File: src/rtl/pin_lockout_ctrl.sv
// PIN-entry supervisor: checks entered PINs, counts failures, drives the lockout timer.
// Define LOCK_RETAIN_EN to keep the lockout running after card removal.
`timescale 1ns/1ps
module pin_lockout_ctrl #(
   parameter int MAX_TRIES = 3,
   parameter int PIN_W     = 16,
   parameter int TRY_W     = 3
) (
   input  logic             clk,
   input  logic             rst,
   input  logic             card_in,
   input  logic             pin_valid,
   input  logic [PIN_W-1:0] pin_in,
   input  logic [PIN_W-1:0] stored_pin,
   input  logic             time_up,
   output logic             start_timer,
   output logic             locked,
   output logic             access_granted,
   output logic             pin_ok,
   output logic             pin_fail,
   output logic [TRY_W-1:0] attempts_left
);

   typedef enum logic [2:0] {
      IDLE,
      WAIT_PIN,
      CHECK,
      GRANTED,
      LOCKED
   } state_t;

   localparam logic [TRY_W-1:0] MAX_C = TRY_W'(MAX_TRIES);

   state_t           state, state_n;
   logic [TRY_W-1:0] cnt, cnt_n;
   logic [PIN_W-1:0] pin_q, pin_q_n;
   logic             lock_arm;
   logic             ok_n, fail_n;
   logic             abort;

`ifdef LOCK_RETAIN_EN
   assign abort = 1'b0;
`else
   assign abort = ~card_in;
`endif

   always_comb begin
      state_n = state;
      cnt_n   = cnt;
      pin_q_n = pin_q;
      ok_n    = 1'b0;
      fail_n  = 1'b0;
      unique case (state)
         IDLE: begin
            if (card_in) state_n = WAIT_PIN;
         end
         WAIT_PIN: begin
            if (!card_in) begin
               state_n = IDLE;
               cnt_n   = '0;
            end else if (pin_valid) begin
               pin_q_n = pin_in;
               state_n = CHECK;
            end
         end
         CHECK: begin
            if (pin_q == stored_pin) begin
               state_n = GRANTED;
               ok_n    = 1'b1;
               cnt_n   = '0;
            end else begin
               fail_n = 1'b1;
               cnt_n  = cnt + 1'b1;
               if (cnt_n == MAX_C) state_n = LOCKED;
               else                state_n = WAIT_PIN;
            end
         end
         GRANTED: begin
            if (!card_in) state_n = IDLE;
         end
         LOCKED: begin
            // lock_arm is low in the first cycle, masking a stale time_up
            if (abort || (lock_arm && time_up)) begin
               state_n = IDLE;
               cnt_n   = '0;
            end
         end
         default: begin
            state_n = IDLE;
            cnt_n   = '0;
         end
      endcase
   end

   always_ff @(posedge clk or posedge rst) begin
      if (rst) begin
         state          <= IDLE;
         cnt            <= '0;
         pin_q          <= '0;
         lock_arm       <= 1'b0;
         start_timer    <= 1'b0;
         locked         <= 1'b0;
         access_granted <= 1'b0;
         pin_ok         <= 1'b0;
         pin_fail       <= 1'b0;
         attempts_left  <= MAX_C;
      end else begin
         state          <= state_n;
         cnt            <= cnt_n;
         pin_q          <= pin_q_n;
         lock_arm       <= (state == LOCKED) && (state_n == LOCKED);
         start_timer    <= (state_n == LOCKED);
         locked         <= (state_n == LOCKED);
         access_granted <= (state_n == GRANTED);
         pin_ok         <= ok_n;
         pin_fail       <= fail_n;
         attempts_left  <= MAX_C - cnt_n;
      end
   end

endmodule

File: config.mk
export PLATFORM = sky130hd
export DESIGN_NAME = pin_lockout_ctrl
export DESIGN_NICKNAME = d
export VERILOG_FILES = /design/src/rtl/pin_lockout_ctrl.sv
export SDC_FILE = /design/constraint.sdc
export NUM_CORES = 1
export LEC_CHECK = 0
export CORE_UTILIZATION = 40
export DETAILED_ROUTE_END_ITERATION = 10
export PLACE_DENSITY = 0.74
export SYNTH_ARGS = -nofsm -noshare
export SYNTH_HDL_FRONTEND = slang
export SYNTH_SLANG_ARGS = --single-unit
File: constraint.sdc
create_clock -name clk -period 1.55 [get_ports clk]
set_input_delay 0.31 -clock clk [delete_from_list [all_inputs] [get_ports clk]]
set_output_delay 0.31 -clock clk [all_outputs]
set_load 0.03 [all_outputs]
==> summary.txt, run 1 <==
Status
  – Status: finished clean

Clocking
  – Sink Count: 29
  – Reg clk slew, reported paths: 0.10 ns
  – CTS H-tree depth: 2
  – # hold bufs at CTS: 0
  – Clock latency on the worst-skew pair: 0.33 ns
  – CTS tree: yes
  – Total CTS buffers: 5
  – Root Driver: clkbuf_4
  – Clk buf depth: 2

Setup path
  – Critical Path Start: stored_pin[9]
  – Crit Path Category: in -> reg
  – Setup crit start kind: input port
  – R2R Path End: state[2]
  – Crit-path max FO: 7
  – Top delay family on crit path: simple AND/OR/NAND/NOR gates
  – Reg2Reg Setup Slack: 0.03 ns
  – Bufs and invs on worst path: 1
  – Crit path to: state[2]
  – Critical Path End Type: register
  – Worst EP required: 1.77 ns
  – CP max stage cell: clkdlybuf4s50_1
  – Worst path arrival time: 1.76 ns
  – CP cell instances: clkdlybuf4s50_1 > xnor2_1 > nand4_1 > nor4_4 > nand2b_4 > o21ai_1
  – Largest stage delay on the critical path: 0.48 ns
  – Levels on crit path: 6
  – R2R depth: 5
  – Reg-to-reg critical path startpoint: pin_q[1]

Die
  – Die Wd: 60.2 um
  – Die area: 3620 sq um
  – Starting density of the core: 0.432
  – # IOs: 45
  – Core area: 3130 sq um
  – Die Span Y: 60.2 um
  – Rows: 20

Timing
  – RSZ-0062 raised after global routing: true
  – Final min period: 1.54 ns
  – Fin Clk Skew: 0.0105 ns
  – Max_slew headroom: 0.749
  – Final setup vio count: 0
  – Period utilisation layout: 0.996
  – Worst slew pin tran: 0.367 ns
  – Minimum hold slack: 0.220 ns
  – Max Fclk: 0.648 GHz
  – Count of final max-slew check failures: 0
  – Final Hold Fails: 0

Place
  – Dpl cell area: 1890 sq um
  – Hpwl dp: 2.06 mm
  – GP Congestion: 0.802
  – I/O Buffers: 44
  – Post-Place Cells: 204

Power and ir drop
  – Pleak: 0.890 nW
  – Cell Pwr Density: 1120 nW/um^2
  – Total power: 2.22 mW
  – VDD IR max: 0.000561 V

Global route
  – Largest net degree at the start of global routing: 17
  – Initial antenna violation count: 0
  – Global-route wire length before repair: 4.55 mm
  – Number of global-route vias before repair: 1103
  – Total track usage: 0.174
  – Total gr overflow: 0

Drt
  – Drt initial violations: 4
  – Antenna-violating nets left: 0
  – Number of vias per cell: 4.66
  – Final WL: 2.54 mm
  – Vias after detailed routing: 988
  – DR pass1 iterations: 4
  – WL per Instance: 12.0 um
  – DRC errors left: 0

Finish
  – Fin nets: 206
  – Util after Layout: 0.635
  – P&R area growth vs syn: 46.9%
  – Post-route insts no fill: 212
  – Share of cells above drive strength 1: 0.226
  – Final instance area: 1990 sq um
  – Antenna diodes: 0

Synthesis
  – Post-synthesis instance total: 111
  – Top FF cell, synth: dfrtp_1
  – Post-synth top area share: 0.500
  – Sequential element share of the synthesized area: 0.538
  – Area of the mapped netlist: 1350 sq um
  – Post-synth EDFFs: 0
  – Largest area contributor in the netlist: dfrtp_1
  – List of most frequent post-synthesis cells: 27 x dfrtp_1, 16 x mux2_2, 16 x xnor2_1
  – Seq cells post-synth: 29
  – Ys Warns: 0
  – Net Count, Synth: 150
  – Count leader, synth: dfrtp_1
  – Mean Syn Cell Area: 12.2 sq um
  – Async S/R FF share, synth: 1.00
  – Post-synth cell types: 23
  – Top cells by area, synth: dfrtp_1 50%, mux2_2 13%, xnor2_1 10%

Flow run
  – Maximum Capacitance Violations: 0

Hold path
  – Min-Delay Path Class: in -> async
## what timing repair did
item                                    in CTS  in global routing
buffers inserted                             0                  0
pin swaps                                    0                  5
resized for setup                           10                  9
endpoints found under the setup margin       8                 11
## through the flow
stage,worst slack (ns),TNS [ns]
2_1_floorplan,0.116,0
3_3_place_gp,-0.276,-5.75
3_5_place_dp,-0.356,-6.66
4_1_cts,0.00681,0
5_1_grt,-0.116,-1.07
6_report,0.00595,0
## logic make-up after synthesis
| family | count (synthesis) | share of synthesized area |
|---|---|---|
| flops | 29 | 0.538 |
| simple gates | 26 | 0.112 |
| xor+xnor | 16 | 0.104 |
| mux | 16 | 0.133 |
| compound gates | 13 | 0.0583 |
| buf+inv | 9 | 0.0361 |
| fa+ha+maj | 2 | 0.0185 |
## layout by cell type (no fill, tap or decap), drive strengths merged
cell           netlist  routed
inv                  6       6
nand2b               6       6
and2                 1       1
dlymetal6s2s         0       1
nand4                5       5
clkbuf               0       8
clkdlybuf4s50        0      35
nor4                 1       1
buf                  3       8
clkdlybuf4s15        0       1
dfstp                2       2
o21ai                8       8
a21o                 1       1
nor2                 5       5
ha                   2       2
a2111oi              1       1
o21a                 2       2
dfrtp               27      27
dlygate4sd2          0       6
nand3b               1       1
nand2                6       6
a211oi               1       1
nand3                1       1
bufinv               0       1
xnor2               16      16
mux2                16      16
## state kept, by name (all words and copies together) (netlist names)
signal,count
pin_q,16
attempts_left,3
state,3
cnt,2
access_granted,1
lock_arm,1
locked,1
pin_fail,1
pin_ok,1
## routing by layer
metal	vias to the layer above	global-route usage	part of all wire	routed length, um
li1	489	-	-	-
met1	456	0.193	0.43	1080
met2	37	0.305	0.49	1260
met3	6	0.0541	0.063	160
met4	0	0.0698	0.017	42
met5	-	0	0	0
## area by class of cell
| class | instances | area [sq um] |
|---|---|---|
| fillers | 255 | 1140 |
| clock buffers | 7 | 55.1 |
| flip-flops and latches | 29 | 728 |
| repair buffers | 52 | 503 |
| well taps | 44 | 55.1 |
| multi-input cells | 73 | 593 |
| inverters | 6 | 22.5 |
| clock inverters | 1 | 30.0 |
## report_power, final
| part | total [mW] | internal, mW | switching, mW |
|---|---|---|---|
| Combinational | 0.549 | 0.340 | 0.210 |
| Clock | 0.644 | 0.385 | 0.259 |
| Sequential | 1.03 | 0.922 | 0.109 |
## worst min path at each step
stage	slack, ns	cells after the start	endpoint	startpoint
after floorplan	0.39	1	access_granted	rst
after global placement	0.51	1	pin_q[10]	pin_q[10]
after detailed placement	0.52	1	pin_q[10]	pin_q[10]
after CTS	0.22	2	pin_q[13]	rst
after global routing	0.26	2	attempts_left[2]	rst
final	0.22	2	attempts_left[2]	rst
(Power assumes the default switching activity.)
==> run 2, diff against run 1 <==
--- a/config.mk
+++ b/config.mk
@@ -6,6 +6,7 @@
 export NUM_CORES = 1
 export LEC_CHECK = 0
 export CORE_UTILIZATION = 40
+export CTS_CLUSTER_DIAMETER = 30
 export DETAILED_ROUTE_END_ITERATION = 10
 export PLACE_DENSITY = 0.74
 export SYNTH_ARGS = -nofsm -noshare
==> results of run 2 <==
The final DEF is identical to that of run 1; final timing and power are the same.
==> run 3, diff against run 2 <==
--- a/config.mk
+++ b/config.mk
@@ -5,6 +5,7 @@
 export SDC_FILE = /design/constraint.sdc
 export NUM_CORES = 1
 export LEC_CHECK = 0
+export ABC_CLOCK_PERIOD_IN_PS = 1550
 export CORE_UTILIZATION = 40
 export CTS_CLUSTER_DIAMETER = 30
 export DETAILED_ROUTE_END_ITERATION = 10
==> results of run 3 <==
The final DEF is identical to that of run 1; final timing and power are the same.
